--- src/rtl/jk_drv_pkg.sv ---
// Shared types and the per-bit JK excitation table for the JK bank driver.
// Pure declarations; no clocked state.
package jk_drv_pkg;

    typedef enum logic [1:0] {
        IDLE  = 2'd0,
        DRIVE = 2'd1,
        CHECK = 2'd2
    } state_t;

    localparam logic DC_ZERO = 1'b0;
    localparam logic DC_ONE  = 1'b1;

    // Returns {j,k} moving one flop from present to nxt; dc fills the don't-care input.
    function automatic logic [1:0] excite(input logic present, input logic nxt, input logic dc);
        logic [1:0] jk;
        if (present) begin
            jk = {dc, ~nxt};
        end else begin
            jk = {nxt, dc};
        end
        return jk;
    endfunction

endpackage

--- src/rtl/jk_excite.sv ---
// Purpose: maps requested next state and present bank state to J/K excitation.
// Latency: combinational, zero cycles.
// Backpressure: none; pure function of its inputs.
module jk_excite
    import jk_drv_pkg::*;
#(
    parameter int WIDTH     = 4,
    parameter int DC_POLICY = 0
) (
    input  logic [WIDTH-1:0] tgt_data,
    input  logic [WIDTH-1:0] q_fb,
    output logic [WIDTH-1:0] j_nxt,
    output logic [WIDTH-1:0] k_nxt
);

    localparam logic DC_BIT = (DC_POLICY != 0) ? DC_ONE : DC_ZERO;

    always_comb begin
        j_nxt = '0;
        k_nxt = '0;
        for (int i = 0; i < WIDTH; i++) begin
            {j_nxt[i], k_nxt[i]} = excite(q_fb[i], tgt_data[i], DC_BIT);
        end
    end

endmodule

--- src/rtl/jk_excitation_driver.sv ---
// Purpose: drives a JK bank toward accepted targets, then checks q_fb and counts failures.
// Latency: j/k one cycle after accept, done/err two cycles after accept; one target per 3 cycles.
// Backpressure: tgt_ready is high only in IDLE; tgt_valid elsewhere is ignored.
module jk_excitation_driver
    import jk_drv_pkg::*;
#(
    parameter int WIDTH     = 4,
    parameter int DC_POLICY = 0,
    parameter int CNT_W     = 8
) (
    input  logic             clk,
    input  logic             rst_n,
    input  logic             tgt_valid,
    output logic             tgt_ready,
    input  logic [WIDTH-1:0] tgt_data,
    output logic [WIDTH-1:0] j,
    output logic [WIDTH-1:0] k,
    input  logic [WIDTH-1:0] q_fb,
    input  logic             cnt_clr,
    output logic             busy,
    output logic             done,
    output logic             err,
    output logic [WIDTH-1:0] err_bits,
    output logic [CNT_W-1:0] err_cnt
);

    localparam logic [CNT_W-1:0] CNT_ONE = {{(CNT_W-1){1'b0}}, 1'b1};

    state_t           state;
    state_t           state_nxt;
    logic [WIDTH-1:0] tgt_q;
    logic [WIDTH-1:0] j_exc;
    logic [WIDTH-1:0] k_exc;
    logic [WIDTH-1:0] j_d;
    logic [WIDTH-1:0] k_d;
    logic [WIDTH-1:0] diff;
    logic             accept;
    logic             check_now;

    jk_excite #(
        .WIDTH     (WIDTH),
        .DC_POLICY (DC_POLICY)
    ) u_excite (
        .tgt_data (tgt_data),
        .q_fb     (q_fb),
        .j_nxt    (j_exc),
        .k_nxt    (k_exc)
    );

    assign diff      = q_fb ^ tgt_q;
    assign tgt_ready = (state == IDLE);
    assign busy      = (state == DRIVE) || (state == CHECK);

    // j/k are non-zero only for the single cycle following an accept.
    always_comb begin
        state_nxt = state;
        j_d       = '0;
        k_d       = '0;
        accept    = 1'b0;
        check_now = 1'b0;
        case (state)
            IDLE: begin
                if (tgt_valid) begin
                    accept    = 1'b1;
                    j_d       = j_exc;
                    k_d       = k_exc;
                    state_nxt = DRIVE;
                end
            end
            DRIVE: begin
                state_nxt = CHECK;
            end
            CHECK: begin
                check_now = 1'b1;
                state_nxt = IDLE;
            end
            default: begin
                state_nxt = IDLE;
            end
        endcase
    end

    always_ff @(posedge clk) begin
        if (!rst_n) begin
            state    <= IDLE;
            j        <= '0;
            k        <= '0;
            done     <= 1'b0;
            err      <= 1'b0;
            err_bits <= '0;
            err_cnt  <= '0;
            tgt_q    <= '0;
        end else begin
            state <= state_nxt;
            j     <= j_d;
            k     <= k_d;
            done  <= check_now;
            err   <= check_now && (|diff);
            if (accept) begin
                tgt_q <= tgt_data;
            end
            if (check_now) begin
                err_bits <= diff;
            end
            // Clear wins over a coincident increment.
            if (cnt_clr) begin
                err_cnt <= '0;
            end else if (check_now && (|diff) && (err_cnt != '1)) begin
                err_cnt <= err_cnt + CNT_ONE;
            end
        end
    end

endmodule

--- config.mk ---
export PLATFORM = sky130hd
export DESIGN_NAME = jk_excitation_driver
export DESIGN_NICKNAME = d
export VERILOG_FILES = /design/src/rtl/jk_drv_pkg.sv /design/src/rtl/jk_excite.sv /design/src/rtl/jk_excitation_driver.sv
export SDC_FILE = /design/constraint.sdc
export NUM_CORES = 1
export LEC_CHECK = 0
export BUFFER_PORTS_ARGS = -buffer_cell sky130_fd_sc_hd__clkbuf_2
export CAP_MARGIN = 20
export CELL_PAD_IN_SITES_DETAIL_PLACEMENT = 0
export CELL_PAD_IN_SITES_GLOBAL_PLACEMENT = 2
export CORE_MARGIN = 2
export CORE_UTILIZATION = 33
export CTS_BUF_LIST = sky130_fd_sc_hd__clkbuf_4 sky130_fd_sc_hd__clkbuf_8
export DETAILED_ROUTE_END_ITERATION = 6
export GPL_TIMING_DRIVEN = 0
export PLACE_DENSITY_LB_ADDON = 0.1
export RECOVER_POWER = 50
export REMOVE_ABC_BUFFERS = 1
export SYNTH_ARGS = -nofsm -noshare
export SYNTH_HDL_FRONTEND = slang
export SYNTH_SLANG_ARGS = --single-unit
--- constraint.sdc ---
create_clock -name clk -period 3.9 [get_ports clk]
set_input_delay 0.195 -clock clk [delete_from_list [all_inputs] [get_ports clk]]
set_output_delay 0.195 -clock clk [all_outputs]
set_load 0.02 [all_outputs]
==> reports/metrics.csv <==
metric,value,unit
cp-start-kind,flop,
fp.dieW,62.9,µm
crit_type,flop to flop,
final_common_cell,dfxtp_1,
cts_hold_buf,0,
rsz0062_at_grt,false,
dieArea,0.00396,mm²
cts_made_buffers,3,
vias_per_cell,4.91,
fmax,500,MHz
crit_top_cell,inv_1,
nets,171,
syn_to_final_growth,17.9,%
postSynth.asyncResetShare,0,%
ys_warn_count,0,
yosys.area.top_type_share,48.9,%
core_area,0.00334,mm²
grt_pass1_wl,4470,µm
clk_latency,330,ps
instances_no_fill,200,
routed_wl,2520,µm
grt_overflow,0,
cts.root.buffer_cell,clkbuf_4,
cts.repair.resized,0,
grt_use_total,14.0,%
critPathLaunch,state[0],
rr_endpoint,err_cnt[7],
setup_violations,0,
arrival,2270,ps
post-place-ws,1930,ps
cts_htree_levels,1,
initial_core_util,34.3,%
syn_avg_cell_area,9.47,µm²
synth_cell_type_count,30,
cp.required,4170,ps
regToRegStartpoint,state[0],
setup_ws,1900,ps
dpl.hpwl,1820,µm
ios,36,
setup.worst_path.end,err_cnt[7],
antennaDiodeCount,0,
first_pass_iters,4,
cellLeakagePower,0.477,nW
tightest_slew,452,ps
postSynthCellCount,121,
vias,982,
cts_tree,yes,
cp_slowest_cell,or4_1,
p_per_area,382,mW/mm²
grt_max_degree,16,
first_global_vias,975,
skew,3.71,ps
status,"finished, final reports clean",
drv_slew,0,
cap_violations,0,
post-route-period-util,51.3,%
synthTopCellsByArea,"dfxtp_1 49%, nor3b_1 5.9%, ha_1 4.4%, nand3_1 4.4%, a21oi_1 3.9%",
drive_above_1_share,14.3,%
ir_drop,149,µV
drc,0,
row_count,21,
postRouteAntennaNets,0,
hp-class,input port to flop,
antenna_found_initial,0,
clock_path_buffers,2,
synth_area,0.00115,mm²
cts.sinks,28,
clk_pin_slew_worst_paths,150,ps
reg2reg_depth,6,
slowest_delay,520,ps
tns,0,ps
drtIter0Drc,47,
critPathMaxFanout,15,
portBuffers,35,
hold_viol_final,0,
wl_per_cell,12.6,µm
layout_common_cells,"28 x dfxtp_1, 21 x clkbuf_1, 14 x clkbuf_2",
crit_chain,inv_1 -> ha_1 -> inv_1 -> a41o_1 -> or4_1 -> a21oi_1,
gp_congestion,0.700,
end_kind,flop,
ys_ff_latch,28,
place_inst,196,
slew-limit-headroom,69.9,%
synthFlopType,dfxtp_1,
yosysTopAreaCell,dfxtp_1,
min_from,tgt_data[1],
fp.dieH,62.9,µm
seq_area_frac_synth,48.9,%
fin_crit,2000,ps
cts_setup_buffers,0,
synth_edf_count,0,
reg2reg_slack,1900,ps
[registers in the layout (all words and copies together), names as in the netlist]
signal    flops
err           1
err_bits      4
state         2
done          1
j             4
k             4
tgt_q         4
err_cnt       8
[synthesized netlist by cell type, types with 3 or more instances]
cell type and n:
a21oi_1 9, nand3_1 10, nand2_1 7, nor3b_1 9
nor2_1 8, xnor2_1 4, dfxtp_1 28, or4_1 3
clkbuf_1 3, o21ai_0 3, inv_1 6, ha_1 4
a211oi_1 4
[cell families (layout without fill, tap and decap cells)]
logic type / after synthesis / count (layout) / synth area share (%)
simple gates: 47 / 47 / 22.7
buf+inv: 12 / 45 / 5.24
fa+ha+maj: 4 / 4 / 4.37
xor+xnor: 4 / 4 / 3.06
compound gates: 24 / 24 / 14.0
mux: 2 / 2 / 1.75
flops: 28 / 28 / 48.9
[critical path, delay by kind of cell, from the launching register on]
family	cells	cell delay, ps
and+or+nand+nor	1	520
DFF	1	360
buffers and inverters	2	200
AOI/OAI and AO/OA	2	530
adders and majority gates	1	330
[power breakdown]
part	switching (mW)	internal (mW)	leakage, nW	total (mW)
Combinational	0.0467	0.0247	0.228	0.0714
Sequential	0.00539	0.297	0.227	0.302
Clock	0.0855	0.0571	0.0210	0.143
Total	0.138	0.379	0.477	0.516
[per-stage QoR]
| stage | total power, mW | utilization (%) | hold WS (ps) | area, µm² |
|---|---|---|---|---|
| floorplan | 0.355 | - | 271 | 1110 |
| global placement | 0.381 | 40.2 | 392 | 1340 |
| detailed placement | 0.382 | 40.2 | 393 | 1340 |
| CTS | 0.529 | 41.3 | 19.3 | 1380 |
| global route | 0.549 | 40.5 | 16.4 | 1350 |
| finish | 0.516 | 40.5 | 37.5 | 1350 |
[per-layer routing]
metal | GRT usage (%) | vias to the layer above | part of all wire (%)
met5 | 0 | - | 0
met4 | 5.83 | 0 | 0.75
met3 | 2.52 | 2 | 5.6
met2 | 21.3 | 21 | 43
met1 | 19.5 | 457 | 50
li1 | - | 502 | -
[final cells by class]
| class | instances | area, µm² |
|---|---|---|
| fill | 389 | 1990 |
| sequential | 28 | 561 |
| multi-input combinational | 81 | 526 |
| timing repair buffer | 35 | 149 |
| tap | 46 | 57.6 |
| clock buffer | 4 | 36.3 |
| inverter | 6 | 22.5 |
[how the worst min path moves through the flow]
| stage | to | slack, ps | depth (start not counted) |
|---|---|---|---|
| 2_1_floorplan | k[0] | 270 | 1 |
| 3_3_place_gp | k[0] | 390 | 2 |
| 3_5_place_dp | k[0] | 390 | 2 |
| 4_1_cts | k[3] | 20 | 2 |
| 5_1_grt | k[3] | 20 | 2 |
| 6_report | k[1] | 40 | 2 |
No activity file was read; power rests on OpenSTA's default activity.
